## src/rtl/key_direction_queue.sv

```systemverilog
// Snake-game key front end: synchronises and debounces four direction keys, filters
// reversal/duplicate requests and buffers accepted turns until the next game step.

`ifndef UP_DIR
`define UP_DIR    2'b00
`endif
`ifndef DOWN_DIR
`define DOWN_DIR  2'b01
`endif
`ifndef LEFT_DIR
`define LEFT_DIR  2'b10
`endif
`ifndef RIGHT_DIR
`define RIGHT_DIR 2'b11
`endif

module key_direction_queue #(
   parameter int unsigned SYNC_STAGES     = 2,
   parameter int unsigned DEBOUNCE_CYCLES = 4,
   parameter int unsigned QUEUE_DEPTH     = 4,
   parameter logic [1:0]  INIT_DIR        = `LEFT_DIR
) (
   input  logic                               i_clock,
   input  logic                               i_reset,
   input  logic [3:0]                         i_key,
   input  logic                               i_tick,
   output logic                               o_game_start,
   output logic [1:0]                         o_direction,
   output logic [$clog2(QUEUE_DEPTH+1)-1:0]   o_queue_count,
   output logic                               o_overflow
);

   localparam int unsigned CNT_W   = (DEBOUNCE_CYCLES > 1) ? $clog2(DEBOUNCE_CYCLES) : 1;
   localparam int unsigned PTR_W   = (QUEUE_DEPTH > 1) ? $clog2(QUEUE_DEPTH) : 1;
   localparam int unsigned COUNT_W = $clog2(QUEUE_DEPTH + 1);

   localparam logic [CNT_W-1:0]   CNT_LAST   = CNT_W'(DEBOUNCE_CYCLES - 1);
   localparam logic [PTR_W-1:0]   PTR_LAST   = PTR_W'(QUEUE_DEPTH - 1);
   localparam logic [COUNT_W-1:0] COUNT_FULL = COUNT_W'(QUEUE_DEPTH);

   // Synchroniser chains, one 4-bit slice per stage
   logic [SYNC_STAGES-1:0][3:0] sync_q, sync_d;
   logic [3:0]                  key_sync;

   // Debounce state
   logic [3:0][CNT_W-1:0] cnt_q, cnt_d;
   logic [3:0]            stable_q, stable_d;
   logic [3:0]            stable_prev_q, stable_prev_d;

   // Press decode and request filtering
   logic [3:0] rise;
   logic       press_valid;
   logic [1:0] req_dir;
   logic [1:0] tail_dir;
   logic [1:0] tail_rev;
   logic       accept;

   // Queue state
   logic [1:0]         mem_q [QUEUE_DEPTH];
   logic [1:0]         mem_d [QUEUE_DEPTH];
   logic [PTR_W-1:0]   wr_ptr_q, wr_ptr_d;
   logic [PTR_W-1:0]   rd_ptr_q, rd_ptr_d;
   logic [PTR_W-1:0]   tail_ptr;
   logic [COUNT_W-1:0] count_q, count_d;
   logic               q_empty, q_full;
   logic               push, pop, drop;

   // Committed outputs
   logic [1:0] dir_q, dir_d;
   logic       game_start_q, game_start_d;
   logic       overflow_q, overflow_d;

   function automatic logic [PTR_W-1:0] ptr_inc(input logic [PTR_W-1:0] p);
      return (p == PTR_LAST) ? '0 : p + PTR_W'(1);
   endfunction

   // ---------------------------------------------------------------------------
   // Synchroniser
   // ---------------------------------------------------------------------------
   always_comb begin
      sync_d = {sync_q[SYNC_STAGES-2:0], i_key};
   end

   assign key_sync = sync_q[SYNC_STAGES-1];

   always_ff @(posedge i_clock or posedge i_reset) begin
      if (i_reset) begin
         sync_q <= '0;
      end else begin
         sync_q <= sync_d;
      end
   end

   // ---------------------------------------------------------------------------
   // Debounce: stable bit flips only after DEBOUNCE_CYCLES consecutive differing cycles
   // ---------------------------------------------------------------------------
   always_comb begin
      cnt_d         = cnt_q;
      stable_d      = stable_q;
      stable_prev_d = stable_q;
      for (int k = 0; k < 4; k++) begin
         if (key_sync[k] == stable_q[k]) begin
            cnt_d[k] = '0;
         end else if (cnt_q[k] == CNT_LAST) begin
            stable_d[k] = key_sync[k];
            cnt_d[k]    = '0;
         end else begin
            cnt_d[k] = cnt_q[k] + CNT_W'(1);
         end
      end
   end

   always_ff @(posedge i_clock or posedge i_reset) begin
      if (i_reset) begin
         cnt_q         <= '0;
         stable_q      <= '0;
         stable_prev_q <= '0;
      end else begin
         cnt_q         <= cnt_d;
         stable_q      <= stable_d;
         stable_prev_q <= stable_prev_d;
      end
   end

   // ---------------------------------------------------------------------------
   // Press detection and request filter
   // ---------------------------------------------------------------------------
   assign rise        = stable_q & ~stable_prev_q;
   assign press_valid = $onehot(rise);

   always_comb begin
      req_dir = `UP_DIR;
      unique case (rise)
         4'b0001: req_dir = `RIGHT_DIR;
         4'b0010: req_dir = `LEFT_DIR;
         4'b0100: req_dir = `DOWN_DIR;
         4'b1000: req_dir = `UP_DIR;
         default: req_dir = `UP_DIR;
      endcase
   end

   assign q_empty  = (count_q == '0);
   assign q_full   = (count_q == COUNT_FULL);
   assign tail_ptr = (wr_ptr_q == '0) ? PTR_LAST : wr_ptr_q - PTR_W'(1);
   assign tail_dir = q_empty ? dir_q : mem_q[tail_ptr];
   // Encoding pairs opposites on bit 0
   assign tail_rev = {tail_dir[1], ~tail_dir[0]};
   assign accept   = press_valid && (req_dir != tail_dir) && (req_dir != tail_rev);

   // A full queue still accepts a push when the same cycle pops an entry
   assign pop  = i_tick && !q_empty;
   assign push = accept && (!q_full || pop);
   assign drop = accept && q_full && !pop;

   // ---------------------------------------------------------------------------
   // Queue next state
   // ---------------------------------------------------------------------------
   always_comb begin
      mem_d    = mem_q;
      wr_ptr_d = wr_ptr_q;
      rd_ptr_d = rd_ptr_q;
      count_d  = count_q;
      if (push) begin
         mem_d[wr_ptr_q] = req_dir;
         wr_ptr_d        = ptr_inc(wr_ptr_q);
      end
      if (pop) begin
         rd_ptr_d = ptr_inc(rd_ptr_q);
      end
      case ({push, pop})
         2'b10:   count_d = count_q + COUNT_W'(1);
         2'b01:   count_d = count_q - COUNT_W'(1);
         default: count_d = count_q;
      endcase
   end

   always_comb begin
      dir_d        = pop ? mem_q[rd_ptr_q] : dir_q;
      game_start_d = game_start_q | press_valid;
      overflow_d   = overflow_q | drop;
   end

   always_ff @(posedge i_clock or posedge i_reset) begin
      if (i_reset) begin
         mem_q        <= '{default: '0};
         wr_ptr_q     <= '0;
         rd_ptr_q     <= '0;
         count_q      <= '0;
         dir_q        <= INIT_DIR;
         game_start_q <= 1'b0;
         overflow_q   <= 1'b0;
      end else begin
         mem_q        <= mem_d;
         wr_ptr_q     <= wr_ptr_d;
         rd_ptr_q     <= rd_ptr_d;
         count_q      <= count_d;
         dir_q        <= dir_d;
         game_start_q <= game_start_d;
         overflow_q   <= overflow_d;
      end
   end

   assign o_direction   = dir_q;
   assign o_game_start  = game_start_q;
   assign o_queue_count = count_q;
   assign o_overflow    = overflow_q;

endmodule

```

## config.mk

```make
export PLATFORM = sky130hd
export DESIGN_NAME = key_direction_queue
export DESIGN_NICKNAME = d
export VERILOG_FILES = /design/src/rtl/key_direction_queue.sv
export SDC_FILE = /design/constraint.sdc
export NUM_CORES = 1
export LEC_CHECK = 0
export ABC_AREA = 1
export CAP_MARGIN = 20
export CORE_MARGIN = 2
export CORE_UTILIZATION = 55
export CTS_CLUSTER_SIZE = 24
export DETAILED_ROUTE_END_ITERATION = 6
export PLACE_DENSITY_LB_ADDON = 0.05
export SLEW_MARGIN = 20
export SYNTH_ARGS = -nofsm -noshare
export SYNTH_HDL_FRONTEND = slang
export SYNTH_SLANG_ARGS = --single-unit
```

## constraint.sdc

```tcl
create_clock -name i_clock -period 3.9 [get_ports i_clock]
set_clock_uncertainty 0.1 [all_clocks]
set_input_delay 0.975 -clock i_clock [delete_from_list [all_inputs] [get_ports i_clock]]
set_output_delay 0.975 -clock i_clock [all_outputs]
set_load 0.03 [all_outputs]
```

==> results of run 1 <==
==> layer usage <==
layer	GRT usage, %	part of all wire, %	up-vias
met5	0	0	-
met4	5.851	1.1	0
met3	5.208	3.2	4
met2	34.24	54	19
met1	20.89	42	671
li1	-	-	688
==> where the power goes <==
| part | leakage (nW) | switching (W) | internal [W] |
|---|---|---|---|
| clock network | 0.0654 | 0.000141 | 0.000256 |
| registers | 0.531 | 0.000115 | 0.000608 |
| logic | 0.580 | 0.000625 | 0.000389 |
| total | 1.18 | 0.000880 | 0.00125 |
==> final cells by class <==
| class | instances | area share [%] |
|---|---|---|
| inverter | 30 | 4.894 |
| clock buffer | 6 | 3.085 |
| clock inverter | 2 | 2.553 |
| sequential | 43 | 45.80 |
| timing repair buffer | 15 | 6.170 |
| tap | 48 | 2.553 |
| multi-input combinational | 131 | 34.95 |
==> state kept, by name (all words and copies together), names as in the netlist, 2 cells and up <==
register,flops
cnt_q,8
mem_q,8
key_sync,4
stable_prev_d,4
stable_prev_q,4
sync_d,4
o_queue_count,3
o_direction,2
rd_ptr_q,2
wr_ptr_q,2
==> through the flow <==
step / utilization, % / worst slack [ns]
2_1_floorplan: - / 0.8482
5_1_grt: 65.23 / 0.2583
4_1_cts: 65.23 / 0.5150
3_5_place_dp: 61.55 / 0.5532
6_report: 65.23 / 0.5598
3_3_place_gp: 61.55 / 0.7257
==> cell families (layout without fill, tap and decap cells) <==
logic type,Yosys count,in the layout
and+or+nand+nor,86,86
DFF,43,43
buffers and inverters,31,53
AOI/OAI and AO/OA,19,19
adders and majority gates,17,17
xor gates and xnor gates,7,7
muxes,2,2
==> worst min-delay path by stage <==
stage                     startpoint  slack (ns)          end
after floorplan            sync_d[4]        0.23  key_sync[0]
after global placement     sync_d[7]        0.23  key_sync[3]
after detailed placement   sync_d[5]        0.24  key_sync[1]
after CTS                  sync_d[4]        0.26  key_sync[0]
after global routing       sync_d[4]        0.26  key_sync[0]
final                      sync_d[4]        0.25  key_sync[0]
==> cell usage after synthesis <==
cell type,number
xor2_1,2
o21ai_4,1
nor3_2,1
inv_1,26
o21ai_0,11
nand3_2,4
o21ai_1,2
nand2_1,36
o21bai_1,2
nand2_2,3
xnor2_1,5
dfstp_2,1
or2_2,1
inv_4,1
nor2_2,2
nor2_1,16
ha_1,16
nor3_1,4
o22ai_1,1
nor2_4,1
inv_2,3
nand3_1,18
buf_6,1
mux2_2,2
a31oi_1,1
fa_1,1
dfrtp_1,42
a21oi_1,1
==> cells in the final DEF, fill, tap and decap left out, drive strengths merged <==
cell type,netlist,layout
a21oi,1,1
a31oi,1,1
buf,1,2
bufinv,0,2
clkbuf,0,6
clkdlybuf4s50,0,13
dfrtp,42,42
dfstp,1,1
fa,1,1
ha,16,16
inv,30,30
mux2,2,2
nand2,39,39
nand3,22,22
nor2,19,19
nor3,5,5
o21ai,14,14
o21bai,2,2
o22ai,1,1
or2,1,1
xnor2,5,5
xor2,2,2
==> run metrics, run 1 <==
Max Clock Freq=299.4 MHz; setup violators final=0; fill cell count=294; post-synthesis adder-cell area fraction=a little over a tenth; maximum number of pins on one net before global-route repair=24; Worst slew margin=roughly four fifths; WP data arrival=3.45 ns; Pins Over Slew Limit=0; WL per Instance=~12 um; CP max stage cell=fa_1; main combinational cell family by area after synthesis=simple AND/OR/NAND/NOR gates; Reg2Reg Capture Point=o_queue_count[1]; diode count=0; Setup Buffers After CTS=0; post-detail-place hpwl=2.515 mm; Vias/cell=~5.0; Num CTS Buffers=5; Core Footprint=0.003606 mm2; leakage power=1.176 nW; hold depth=0; RSZ-0062 raised after global routing=no; Clk Latency, worst-skew pair=~0.29 ns; die area=0.004185 mm2; GP Congestion=0.8212; Worst R2R Path Depth=15; worst-margin pin slew=between 0.3 and 0.4 ns; vias in the first global route=between 1000 and 1500; number of buffers added on ports=13; worst setup path endpoint=o_queue_count[1]; CP Launch Point=stable_prev_d[1]; CTS resizes=0; Critical Path RT=4.01 ns; Cells after Synth=205; CTS tree=yes; initial antenna violation count=0; placement row count=22; cts hold-fix bufs=0; DR pass1 iterations=4; CTS clk-pin slew, worst paths=approximately 0.08 ns; Reg area=around 0.0011 mm2; Max-cap violations=0; layout cells sized above 1=approximately 13%; worst setup path class=flop to flop; post-synthesis simple-gate area fraction=roughly a fifth; Post-Synth XOR/XNOR Area=under 10%; DRT iter0 DRCs=80; yosys warns=0; Hold/Removal Path Class=flop to flop; Routed WL=3.320 mm; crit end category=flop; CP top delay family=adder cells; top-area cell type share of the netlist area=just over 50%; synthesized area=0.002026 mm2; critical path buffer and inverter count=4; Final Cell Area=~0.0024 mm2; WP depth=15; register area share after synthesis=53.18%; ANT nets after route=0; crit-path max FO=5; cell taking the most area after synthesis=dfrtp_1; H-tree Lvls=2; r2r startpoint=stable_prev_d[1]; first-pass GRT wire length=5.961 mm; chip width=approximately 65 um; clk sinks=43; Mapped Nets=about 230; Compound-Gate Fraction of Synth Area=under 10%; total number of vias=1382; total chip power=0.002133 W; Final Net Count=between 200 and 300; CTS Root Cell=clkbuf_8; Setup Total Neg Slack=0 ns; DRC=0; Final min period=3.340 ns; Post-DP Area=0.002220 mm2; IR drop worst, VDD=0.4992 mV; mux cell area share after synthesis=under 10%; starting density of the core=56.18%; Seq cells post-synth=43; Max clock buf depth=2; top post-synthesis cells by area=dfrtp_1, ha_1, nand2_1; critical path launch point type=flop; synthesized area per cell=9.881 um2; I/O pin count=14; status=finished clean; Final Hold Fails=0; Hold WS=0.2547 ns; distinct cell type count after synthesis=28; Final Cycle Share=85.65%; power per cell area=slightly above 900 mW/mm2; reg2reg setup slack=0.56 ns; area taken by multi-input logic gates=822.0 um2; grt ovf=0; total track usage=a little under a fifth; crit-path max cell delay=0.42 ns; Inst Count DP=between 200 and 300; Die Height=between 60 and 70 um; critical path, cell by cell=inv_1 > nor2_1 > inv_1 > ha_1 > xor2_1 > ha_1 > ha_1 > nor3_2 > inv_1 > nor2_2 > nand2_1 > ha_1 > inv_1 > fa_1 > o21ai_0; final std cells w/o fill=275; synth-to-layout area growth=16.12%
(Power assumes the default switching activity.)
==> run 2: changes to the inputs <==
- CTS_BUF_LIST: default -> sky130_fd_sc_hd__clkbuf_2 sky130_fd_sc_hd__clkbuf_4 sky130_fd_sc_hd__clkbuf_8
- MAX_ROUTING_LAYER: default -> met4
==> run 2 against run 1 <==
  * Sequential power about the same
  * Die area unchanged
  * Utilization is 1.4 points lower
  * First-iteration DRC count decreased by 40%
  * Sequential share of layout area rose by 1.0 points
  * Critical endpoint unchanged
  * Largest power group unchanged
  * Highest routed layer unchanged
==> run metrics, run 2 (synthesis gave the netlist of run 1 again) <==
Final min period=3.331 ns (-0.009527 ns); diode count=0 (unchanged); CP top delay family=adder cells; Final Net Count=249 (-0.40%); commonest non-fill, non-tap cell in the layout=dfrtp_1; status=finished clean; critical path buffer and inverter count=4 (unchanged); Critical Path RT=4.01 ns (about the same); Clock Power Share=13.6% (-5.0 points); Pins Over Slew Limit=0 (unchanged); initial antenna violation count=0 (unchanged); Die Height=64.69 um (unchanged); number of buffers added on ports=13 (unchanged); grt ovf=0 (unchanged); I/O pin count=14 (unchanged); worst setup path class=flop to flop; setup violators final=0 (unchanged); first-pass GRT wire length=5.878 mm (-1.4%); Vias/cell=4.978 (-0.94%); Max Clock Freq=300.2 MHz (+0.29%); power per cell area=870.1 mW/mm2 (-4.0%); placement row count=22 (unchanged); cts hold-fix bufs=0 (unchanged); reg2reg setup slack=0.57 ns (about the same); Num CTS Buffers=5 (unchanged); total number of vias=1364 (-1.3%); r2r startpoint=stable_prev_d[1]; post-detail-place hpwl=2.518 mm (+0.13%); worst setup path endpoint=o_queue_count[1]; vias in the first global route=1350 (-5.9%); worst-margin pin slew=0.6755 ns (+0.3587 ns); total track usage=19.09% (+0.45 points); DRT iter0 DRCs=48 (-40%); crit end category=flop; IR drop worst, VDD=0.3463 mV (-31%); biggest regs=cnt_q x8, mem_q x8; CP max stage cell=fa_1; Worst slew margin=54.92% (-24 points); Max-cap violations=0 (unchanged); total chip power=0.002002 W (-6.1%); crit-path max FO=5 (unchanged); DRC=0 (unchanged); die area=0.004185 mm2 (unchanged); Setup Buffers After CTS=0 (unchanged); P_sw=0.0008769 W (-0.37%); Final Hold Fails=0 (unchanged); Final Cycle Share=85.40% (-0.24 points); CTS Root Cell=clkbuf_8; clk sinks=43 (unchanged); ANT nets after route=0 (unchanged); Core Footprint=0.003606 mm2 (unchanged); Setup Total Neg Slack=0 ns (unchanged); WP depth=15 (unchanged); fill cell count=296 (+0.68%); most frequent cells in the layout=dfrtp_1, nand2_1, inv_1, nand3_1; synth-to-layout area growth=13.59%; critical path, cell by cell=inv_1 > nor2_1 > inv_1 > ha_1 > xor2_1 > ha_1 > ha_1 > nor3_2 > inv_1 > nor2_2 > nand2_1 > ha_1 > inv_1 > fa_1 > o21ai_0; Sw Ratio=43.80% (+2.5 points); layout cells sized above 1=12.83% (+0.057 points); Routed WL=3.225 mm (-2.9%); WL per Instance=11.77 um (-2.5%); WP data arrival=3.44 ns (about the same); leakage power=1.151 nW (-2.2%); power share of the sequential group=36.1% (+2.2 points); CTS tree=yes; H-tree Lvls=2 (unchanged); Reg2Reg Capture Point=o_queue_count[1]; CTS resizes=0 (unchanged); GP Congestion=0.8217 (about the same); RSZ-0062 raised after global routing=no; chip width=64.69 um (unchanged); internal power=0.001125 W (-10%); Reg area=0.001077 mm2 (unchanged); critical path launch point type=flop; DR pass1 iterations=4 (unchanged); maximum number of pins on one net before global-route repair=25 (+4.2%); Logic pwr share=50.4% (+2.9 points); starting density of the core=56.18% (unchanged); crit-path max cell delay=0.41 ns (about the same); area taken by multi-input logic gates=822.0 um2 (unchanged); Clk Latency, worst-skew pair=0.29 ns (about the same); CTS clk-pin slew, worst paths=0.08 ns (about the same); CP Launch Point=stable_prev_d[1]; Hold/Removal Path Class=flop to flop; Worst R2R Path Depth=15 (unchanged); Max clock buf depth=2 (unchanged)
[run 2: final cells by class]
cell class / instances / area share (%)
sequential: 43 / 46.82
multi-input combinational: 131 / 35.73
timing repair buffer: 14 / 5.982
inverter: 30 / 5.003
clock buffer: 6 / 3.317
tap: 48 / 2.610
clock inverter: 2 / 0.5438
[run 2: stage by stage]
stage          setup WS [ns]  utilization, %  hold slack [ns]  cells  instance area, um2
6_report              0.5693           63.81           0.2542    274                2301
5_1_grt               0.2978           63.81           0.2616    274                2301
4_1_cts               0.5253           63.81           0.2600    274                2301
3_5_place_dp          0.5469           61.35           0.2418    266                2212
3_3_place_gp          0.7211           61.35           0.2318    266                2212
2_1_floorplan         0.8482               -           0.2312    205                2026
[run 2: worst min path at each step]
stage	slack, ns	from	cells past startpoint	to
4_1_cts	0.26	sync_d[4]	0	key_sync[0]
3_5_place_dp	0.24	sync_d[4]	0	key_sync[0]
3_3_place_gp	0.23	sync_d[7]	0	key_sync[3]
5_1_grt	0.26	sync_d[5]	0	key_sync[1]
6_report	0.25	sync_d[4]	0	key_sync[0]
2_1_floorplan	0.23	sync_d[4]	0	key_sync[0]
[run 2: power by group through the flow]
stage	Sequential (W)	Clock, W	Combinational [W]
after floorplan	0.000763	0	0.000757
after global placement	0.000723	0	0.000964
after detailed placement	0.000731	0	0.00101
after CTS	0.000722	0.000285	0.00102
after global routing	0.000749	0.000302	0.00115
final	0.000722	0.000272	0.00101
[run 2: layer usage]
metal  GRT usage [%]  share of wire [%]
met2           33.46                 56
met3           4.688                2.5
met5               -                  0
met1           20.77                 40
met4           7.979                1.5
==> run 3: changes to the inputs <==
- CTS_CLUSTER_DIAMETER: default -> 30
==> results of run 3 <==
No change in the layout: final DEF, timing and power equal those of run 2.
